File: config.mk
export PLATFORM = sky130hd
export DESIGN_NAME = hazard_ctrl_flat
export DESIGN_NICKNAME = d
export VERILOG_FILES = /design/src/rtl/hazard_ctrl_if.sv /design/src/rtl/hazard_ctrl.sv /design/src/flat_wrapper.sv
export SDC_FILE = /design/constraint.sdc
export NUM_CORES = 1
export LEC_CHECK = 0
export CORE_UTILIZATION = 50
export CTS_CLUSTER_DIAMETER = 150
export CTS_CLUSTER_SIZE = 8
export DETAILED_ROUTE_END_ITERATION = 8
export GPL_TIMING_DRIVEN = 0
export PLACE_DENSITY = 0.8
export SLEW_MARGIN = 20
export SYNTH_ARGS = -nofsm -noshare
export SYNTH_HDL_FRONTEND = slang
export SYNTH_SLANG_ARGS = --single-unit
File: constraint.sdc
create_clock -name clk -period 3.3 [get_ports clk]
set_input_delay 0.99 -clock clk [delete_from_list [all_inputs] [get_ports clk]]
set_output_delay 0.99 -clock clk [all_outputs]
set_load 0.05 [all_outputs]
File: src/rtl/hazard_ctrl_if.sv
// Bundle between the decode/execute stage and the hazard controller.
// The pipeline side drives through "master"; the controller uses "slave".
interface hazard_ctrl_if #(
  parameter int FWD_STAGES = 1,
  parameter int SEL_W      = $clog2(FWD_STAGES + 1)
);
  logic [4:0]              raddr1;
  logic [4:0]              raddr2;
  logic [FWD_STAGES-1:0]   stg_reg_wr;
  logic [5*FWD_STAGES-1:0] stg_waddr;
  logic [FWD_STAGES-1:0]   stg_is_load;
  logic                    dmem_rsp_valid;
  logic                    pc_src;
  logic [SEL_W-1:0]        For_A;
  logic [SEL_W-1:0]        For_B;
  logic                    Stall;
  logic                    Stall_MW;
  logic                    Flush;
  logic                    err_timeout;
  logic [31:0]             stall_cnt;
  logic [31:0]             flush_cnt;

  modport master (
    output raddr1, raddr2, stg_reg_wr, stg_waddr, stg_is_load, dmem_rsp_valid, pc_src,
    input  For_A, For_B, Stall, Stall_MW, Flush, err_timeout, stall_cnt, flush_cnt
  );

  modport slave (
    input  raddr1, raddr2, stg_reg_wr, stg_waddr, stg_is_load, dmem_rsp_valid, pc_src,
    output For_A, For_B, Stall, Stall_MW, Flush, err_timeout, stall_cnt, flush_cnt
  );
endinterface

File: src/rtl/hazard_ctrl.sv
// RV32I hazard controller: multi-stage forwarding with nearest-stage priority,
// load-use stall until the data memory responds, and multi-cycle branch flush.
module hazard_ctrl #(
  parameter int FWD_STAGES    = 1,
  parameter int FLUSH_CYCLES  = 1,
  parameter int STALL_TIMEOUT = 64,
  parameter int SEL_W         = $clog2(FWD_STAGES + 1)
) (
  input logic          clk,
  input logic          rst,
  hazard_ctrl_if.slave bus
);

  localparam int WC_W = 10;
  localparam int FC_W = 2;

  typedef enum logic { LD_IDLE, LD_WAIT  } ld_state_t;
  typedef enum logic { FL_IDLE, FL_FLUSH } fl_state_t;

  logic [FWD_STAGES-1:0] w_match_a;
  logic [FWD_STAGES-1:0] w_match_b;
  logic [SEL_W-1:0]      w_for_a;
  logic [SEL_W-1:0]      w_for_b;
  logic                  w_stall;
  logic                  w_unused_load;

  ld_state_t   r_ld_state;
  logic [WC_W-1:0] r_wait_cnt;
  logic        r_err_timeout;
  fl_state_t   r_fl_state;
  logic [FC_W-1:0] r_fcnt;
  logic [31:0] r_stall_cnt;
  logic [31:0] r_flush_cnt;

  // Only stage 0 can cause a load-use stall; deeper load flags are informational.
  assign w_unused_load = ^bus.stg_is_load;

  // NOTE: every combinational output gets a default first so no latch is inferred.
  always_comb begin
    w_match_a = '0;
    w_match_b = '0;
    for (int k = 0; k < FWD_STAGES; k++) begin
      w_match_a[k] = bus.stg_reg_wr[k] && (bus.stg_waddr[5*k +: 5] == bus.raddr1)
                     && (bus.raddr1 != 5'd0);
      w_match_b[k] = bus.stg_reg_wr[k] && (bus.stg_waddr[5*k +: 5] == bus.raddr2)
                     && (bus.raddr2 != 5'd0);
    end
  end

  // Scan from the far stage inward so the nearest match is the last one written.
  always_comb begin
    w_for_a = '0;
    w_for_b = '0;
    for (int k = FWD_STAGES - 1; k >= 0; k--) begin
      if (w_match_a[k]) w_for_a = SEL_W'(k + 1);
      if (w_match_b[k]) w_for_b = SEL_W'(k + 1);
    end
  end

  assign w_stall = (w_match_a[0] || w_match_b[0]) && bus.stg_is_load[0]
                   && !bus.dmem_rsp_valid;

  // NOTE: sequential state uses non-blocking assignments so every register
  // samples the pre-edge values of its neighbours.
  always_ff @(posedge clk or negedge rst) begin
    if (!rst) begin
      r_ld_state    <= LD_IDLE;
      r_wait_cnt    <= '0;
      r_err_timeout <= 1'b0;
    end else begin
      case (r_ld_state)
        LD_IDLE: begin
          r_wait_cnt <= '0;
          if (w_stall) r_ld_state <= LD_WAIT;
        end
        LD_WAIT: begin
          if (r_wait_cnt != '1) r_wait_cnt <= r_wait_cnt + 1'b1;
          // The count reaches STALL_TIMEOUT on this edge; error is sticky.
          if (r_wait_cnt == WC_W'(STALL_TIMEOUT - 1)) r_err_timeout <= 1'b1;
          if (!w_stall) r_ld_state <= LD_IDLE;
        end
        default: r_ld_state <= LD_IDLE;
      endcase
    end
  end

  always_ff @(posedge clk or negedge rst) begin
    if (!rst) begin
      r_fl_state <= FL_IDLE;
      r_fcnt     <= '0;
    end else if (bus.pc_src) begin
      // A new taken branch restarts the bubble train rather than extending it.
      r_fcnt     <= FC_W'(FLUSH_CYCLES - 1);
      r_fl_state <= (FLUSH_CYCLES > 1) ? FL_FLUSH : FL_IDLE;
    end else if (r_fl_state == FL_FLUSH && !w_stall) begin
      if (r_fcnt <= FC_W'(1)) begin
        r_fcnt     <= '0;
        r_fl_state <= FL_IDLE;
      end else begin
        r_fcnt <= r_fcnt - 1'b1;
      end
    end
  end

  always_ff @(posedge clk or negedge rst) begin
    if (!rst) begin
      r_stall_cnt <= '0;
      r_flush_cnt <= '0;
    end else begin
      if (w_stall && r_stall_cnt != '1) r_stall_cnt <= r_stall_cnt + 32'd1;
      if (bus.Flush && r_flush_cnt != '1) r_flush_cnt <= r_flush_cnt + 32'd1;
    end
  end

  assign bus.For_A       = w_for_a;
  assign bus.For_B       = w_for_b;
  assign bus.Stall       = w_stall;
  assign bus.Stall_MW    = w_stall;
  assign bus.Flush       = bus.pc_src || (r_fl_state == FL_FLUSH);
  assign bus.err_timeout = r_err_timeout;
  assign bus.stall_cnt   = r_stall_cnt;
  assign bus.flush_cnt   = r_flush_cnt;

endmodule
File: src/flat_wrapper.sv
// flat-port wrapper written by rule: the top's interface ports become plain ports
module hazard_ctrl_flat 
#(
  parameter int FWD_STAGES    = 1,
  parameter int FLUSH_CYCLES  = 1,
  parameter int STALL_TIMEOUT = 64,
  parameter int SEL_W         = $clog2(FWD_STAGES + 1)
)
  (clk, rst, bus_raddr1, bus_raddr2, bus_stg_reg_wr, bus_stg_waddr, bus_stg_is_load, bus_dmem_rsp_valid, bus_pc_src, bus_For_A, bus_For_B, bus_Stall, bus_Stall_MW, bus_Flush, bus_err_timeout, bus_stall_cnt, bus_flush_cnt);
  hazard_ctrl_if #(.FWD_STAGES(FWD_STAGES), .SEL_W(SEL_W)) bus_i ();
  input logic clk;
  input logic rst;
  input wire logic [$bits(bus_i.raddr1)-1:0] bus_raddr1;
  input wire logic [$bits(bus_i.raddr2)-1:0] bus_raddr2;
  input wire logic [$bits(bus_i.stg_reg_wr)-1:0] bus_stg_reg_wr;
  input wire logic [$bits(bus_i.stg_waddr)-1:0] bus_stg_waddr;
  input wire logic [$bits(bus_i.stg_is_load)-1:0] bus_stg_is_load;
  input wire logic [$bits(bus_i.dmem_rsp_valid)-1:0] bus_dmem_rsp_valid;
  input wire logic [$bits(bus_i.pc_src)-1:0] bus_pc_src;
  output wire logic [$bits(bus_i.For_A)-1:0] bus_For_A;
  output wire logic [$bits(bus_i.For_B)-1:0] bus_For_B;
  output wire logic [$bits(bus_i.Stall)-1:0] bus_Stall;
  output wire logic [$bits(bus_i.Stall_MW)-1:0] bus_Stall_MW;
  output wire logic [$bits(bus_i.Flush)-1:0] bus_Flush;
  output wire logic [$bits(bus_i.err_timeout)-1:0] bus_err_timeout;
  output wire logic [$bits(bus_i.stall_cnt)-1:0] bus_stall_cnt;
  output wire logic [$bits(bus_i.flush_cnt)-1:0] bus_flush_cnt;
  assign bus_i.raddr1 = bus_raddr1;
  assign bus_i.raddr2 = bus_raddr2;
  assign bus_i.stg_reg_wr = bus_stg_reg_wr;
  assign bus_i.stg_waddr = bus_stg_waddr;
  assign bus_i.stg_is_load = bus_stg_is_load;
  assign bus_i.dmem_rsp_valid = bus_dmem_rsp_valid;
  assign bus_i.pc_src = bus_pc_src;
  assign bus_For_A = bus_i.For_A;
  assign bus_For_B = bus_i.For_B;
  assign bus_Stall = bus_i.Stall;
  assign bus_Stall_MW = bus_i.Stall_MW;
  assign bus_Flush = bus_i.Flush;
  assign bus_err_timeout = bus_i.err_timeout;
  assign bus_stall_cnt = bus_i.stall_cnt;
  assign bus_flush_cnt = bus_i.flush_cnt;
  hazard_ctrl #(.FWD_STAGES(FWD_STAGES), .FLUSH_CYCLES(FLUSH_CYCLES), .STALL_TIMEOUT(STALL_TIMEOUT), .SEL_W(SEL_W)) u_core (.clk(clk), .rst(rst), .bus(bus_i));
endmodule
==> flow_summary.ini <==
[run_status]
status = complete, no violations

[clock_network]
cts_tree = done
hold_buffers = 0
htree_num_levels = 3
root_buffer = clkbuf_8
worstSkewPairLatency_ps = 350
cts.sinks = 76
clock_path_buffers = 2
cts_inserted_buffers = 9
clkTransAtPathRegs_ps = 80

[power_and_ir_drop]
cellLeakagePower_nw = 2.28
power_density_mw_per_mm2 = 442
ir_worst_vdd_mv = 0.301

[place]
gp_congestion = 0.844
dp_hpwl_um = 6090
dp_slack_ps = -1360
place_inst = 552
port_buffers = 90
placed_area_mm2 = 0.00487

[critical_path]
start_kind = input port
endpoint = bus_Stall_MW
r2r_cells = 7
startpoint = bus_raddr1[3]
cp.required_ps = 2310
worstReg2RegEnd = u_core.bus.stall_cnt[1]
crit_path_end_kind = primary output
cp.arrival_ps = 2230
timing.rr.start = u_core.bus.stall_cnt[0]
critPathMaxFanout = 3
critical_path_class = in -> out
rrSetupSlack_ps = 950

[floorplan]
floorplan.initialDensity_pct = 52.1
row_count = 31
die_area_mm2 = 0.00800
die_x_um = 89.4
core_area_mm2 = 0.00733
die_h_um = 89.4
ios = 91

[global_routing]
grt_start_max_net_pins = 52
grt_pass1_wl_um = 14600
first_global_vias = 3067
track_usage_pct = 24.1
antenna_found_initial = 0
grt-ovfl-total = 0

[routing]
drtAntennaViolNets = 0
drc = 0
vias = 3118
vias_per_cell = 5.42
drt_iter0_drc = 147
wire_per_inst_um = 15.3
dr.pass1.iters = 5
wl_um = 8810

[timing]
slew_viol_final = 0
tightestPinTransition_ps = 551
finalSetupViolations = 0
timing.setup.tns_ps = 0
min_period_over_period_pct = 97.6
fmax_mhz = 310
hold_viol_final = 0
period_minus_slack_ps = 3220
rsz0062_at_grt = false
slew_headroom_pct = 63.2
finClkSkew_ps = 5.46
setup_slack_ps = 79.2

[cells_and_area]
drive_gt1_share_pct = 12.6
fin_nets = 496
final_cells = 575
area_growth_pct = 36.2
diodes = 0
final_area_mm2 = 0.00521

[min_path]
hold_class = reg -> reg

[yosys]
ys.flop_type = dfrtp_1
async_flop_share_pct = 100
synth-warning-count = 0
syn_inst = 362
synth_nets = 386
yosysUniqueCellTypes = 45
syn_area_per_cell_um2 = 10.6
synth.cell_area_mm2 = 0.00382
yosysSeqAreaShare_pct = 49.8
synth_edf_count = 0
ys_ff_latch = 76

[run]
maxCapViolations = 0
-- cells in the final DEF, fill, tap and decap left out, types with 3 or more instances in the layout --
master	instances
dfrtp_1	76
a31oi_1	4
buf_4	14
nand2_1	36
ha_1	3
xnor2_1	61
clkbuf_1	3
clkbuf_8	11
and3_1	22
and2_1	11
nor4_1	3
dlymetal6s2s_1	7
clkdlybuf4s50_1	69
nand3_1	23
nor2_1	19
nand2b_1	3
nor3_1	5
nand3b_1	3
o21ai_0	3
clkbuf_2	7
xor2_1	10
and4_1	5
nand4_1	27
-- worst max-delay path, cell delays in order --
cell	delay, ps
clkdlybuf4s15_1	230
xnor2_1	170
nand4_1	140
a21oi_2	160
o21a_2	190
buf_8	110
buf_4	100
buf_8	130
-- synthesized netlist by cell type (4+ instances only) --
library cell  instances  area share (%)
and4_1                5             1.1
xor2_1               10             2.3
nand4_1              27             4.4
and2_1               11             1.8
dfrtp_1              76              50
nand3_1              23             3.0
nand2_1              36             3.5
a21oi_1               4            0.52
buf_4                 4            0.79
a31oi_1               4            0.65
xnor2_1              61              14
nor2_1               21             2.1
nor3_1                5            0.65
and3_1               22             3.6
-- power breakdown --
part / total [mW] / internal, mW / switching (mW)
clock: 0.803 / 0.462 / 0.342
sequential: 1.05 / 0.982 / 0.0653
combinational: 0.452 / 0.168 / 0.284
total: 2.30 / 1.61 / 0.691
-- how the worst min path moves through the flow --
stage | end | start | cells after the start
2_1_floorplan | u_core.r_wait_cnt[4] | u_core.r_wait_cnt[4] | 1
3_3_place_gp | u_core.bus.err_timeout | u_core.bus.err_timeout | 1
3_5_place_dp | u_core.bus.flush_cnt[12] | u_core.bus.flush_cnt[12] | 1
4_1_cts | u_core.bus.flush_cnt[12] | u_core.bus.flush_cnt[12] | 1
5_1_grt | u_core.bus.flush_cnt[12] | u_core.bus.flush_cnt[12] | 1
6_report | u_core.bus.flush_cnt[12] | u_core.bus.flush_cnt[12] | 1
-- registers in the layout, summed over array words and instances, names as in the netlist --
register / count
u_core.bus.err_timeout: 1
u_core.r_ld_state: 1
u_core.bus.flush_cnt: 32
u_core.bus.stall_cnt: 32
u_core.r_wait_cnt: 10
-- routing by layer --
layer  GRT usage [%]  vias to the layer above  part of all wire [%]
met2            39.8                       96                    49
met1            32.1                     1511                    45
li1                -                     1500                     -
met5               0                        -                     0
met3            4.16                       11                   4.9
met4            9.09                        0                   1.2
-- through the flow --
step | utilization, % | power [mW] | hold slack [ps]
global placement | 66.2 | 1.50 | 455
finish | 71.0 | 2.30 | 496
CTS | 70.6 | 2.32 | 500
global route | 71.0 | 2.40 | 520
floorplan | - | 1.33 | 470
detailed placement | 66.5 | 1.52 | 489
-- timing repair --
action	4_1_cts	5_1_grt
pin swaps	4	11
resized for setup	41	25
endpoints found under the hold margin	0	0
gates cloned	1	0
buffers inserted	5	3
setup endpoints to repair	5	4
-- layout make-up --
cell class	count	area, um^2
Timing Repair Buffer	100	992
Sequential cell	76	1900
Buffer	9	67.6
Fill cell	516	2120
Multi-Input combinational cell	274	1890
Clock buffer	11	151
Clock inverter	4	72.6
Inverter	2	7.51
Tap cell	99	124
-- cell families (layout without fill, tap and decap cells) --
logic type	after synthesis	in the layout	synth area share, %
xor+xnor	71	71	16.3
compound gates	21	21	4.26
flops	76	76	49.8
fa+ha+maj	3	3	0.982
simple gates	176	176	26.1
buf+inv	12	126	1.83
mux	3	3	0.851
(Power assumes the default switching activity.)
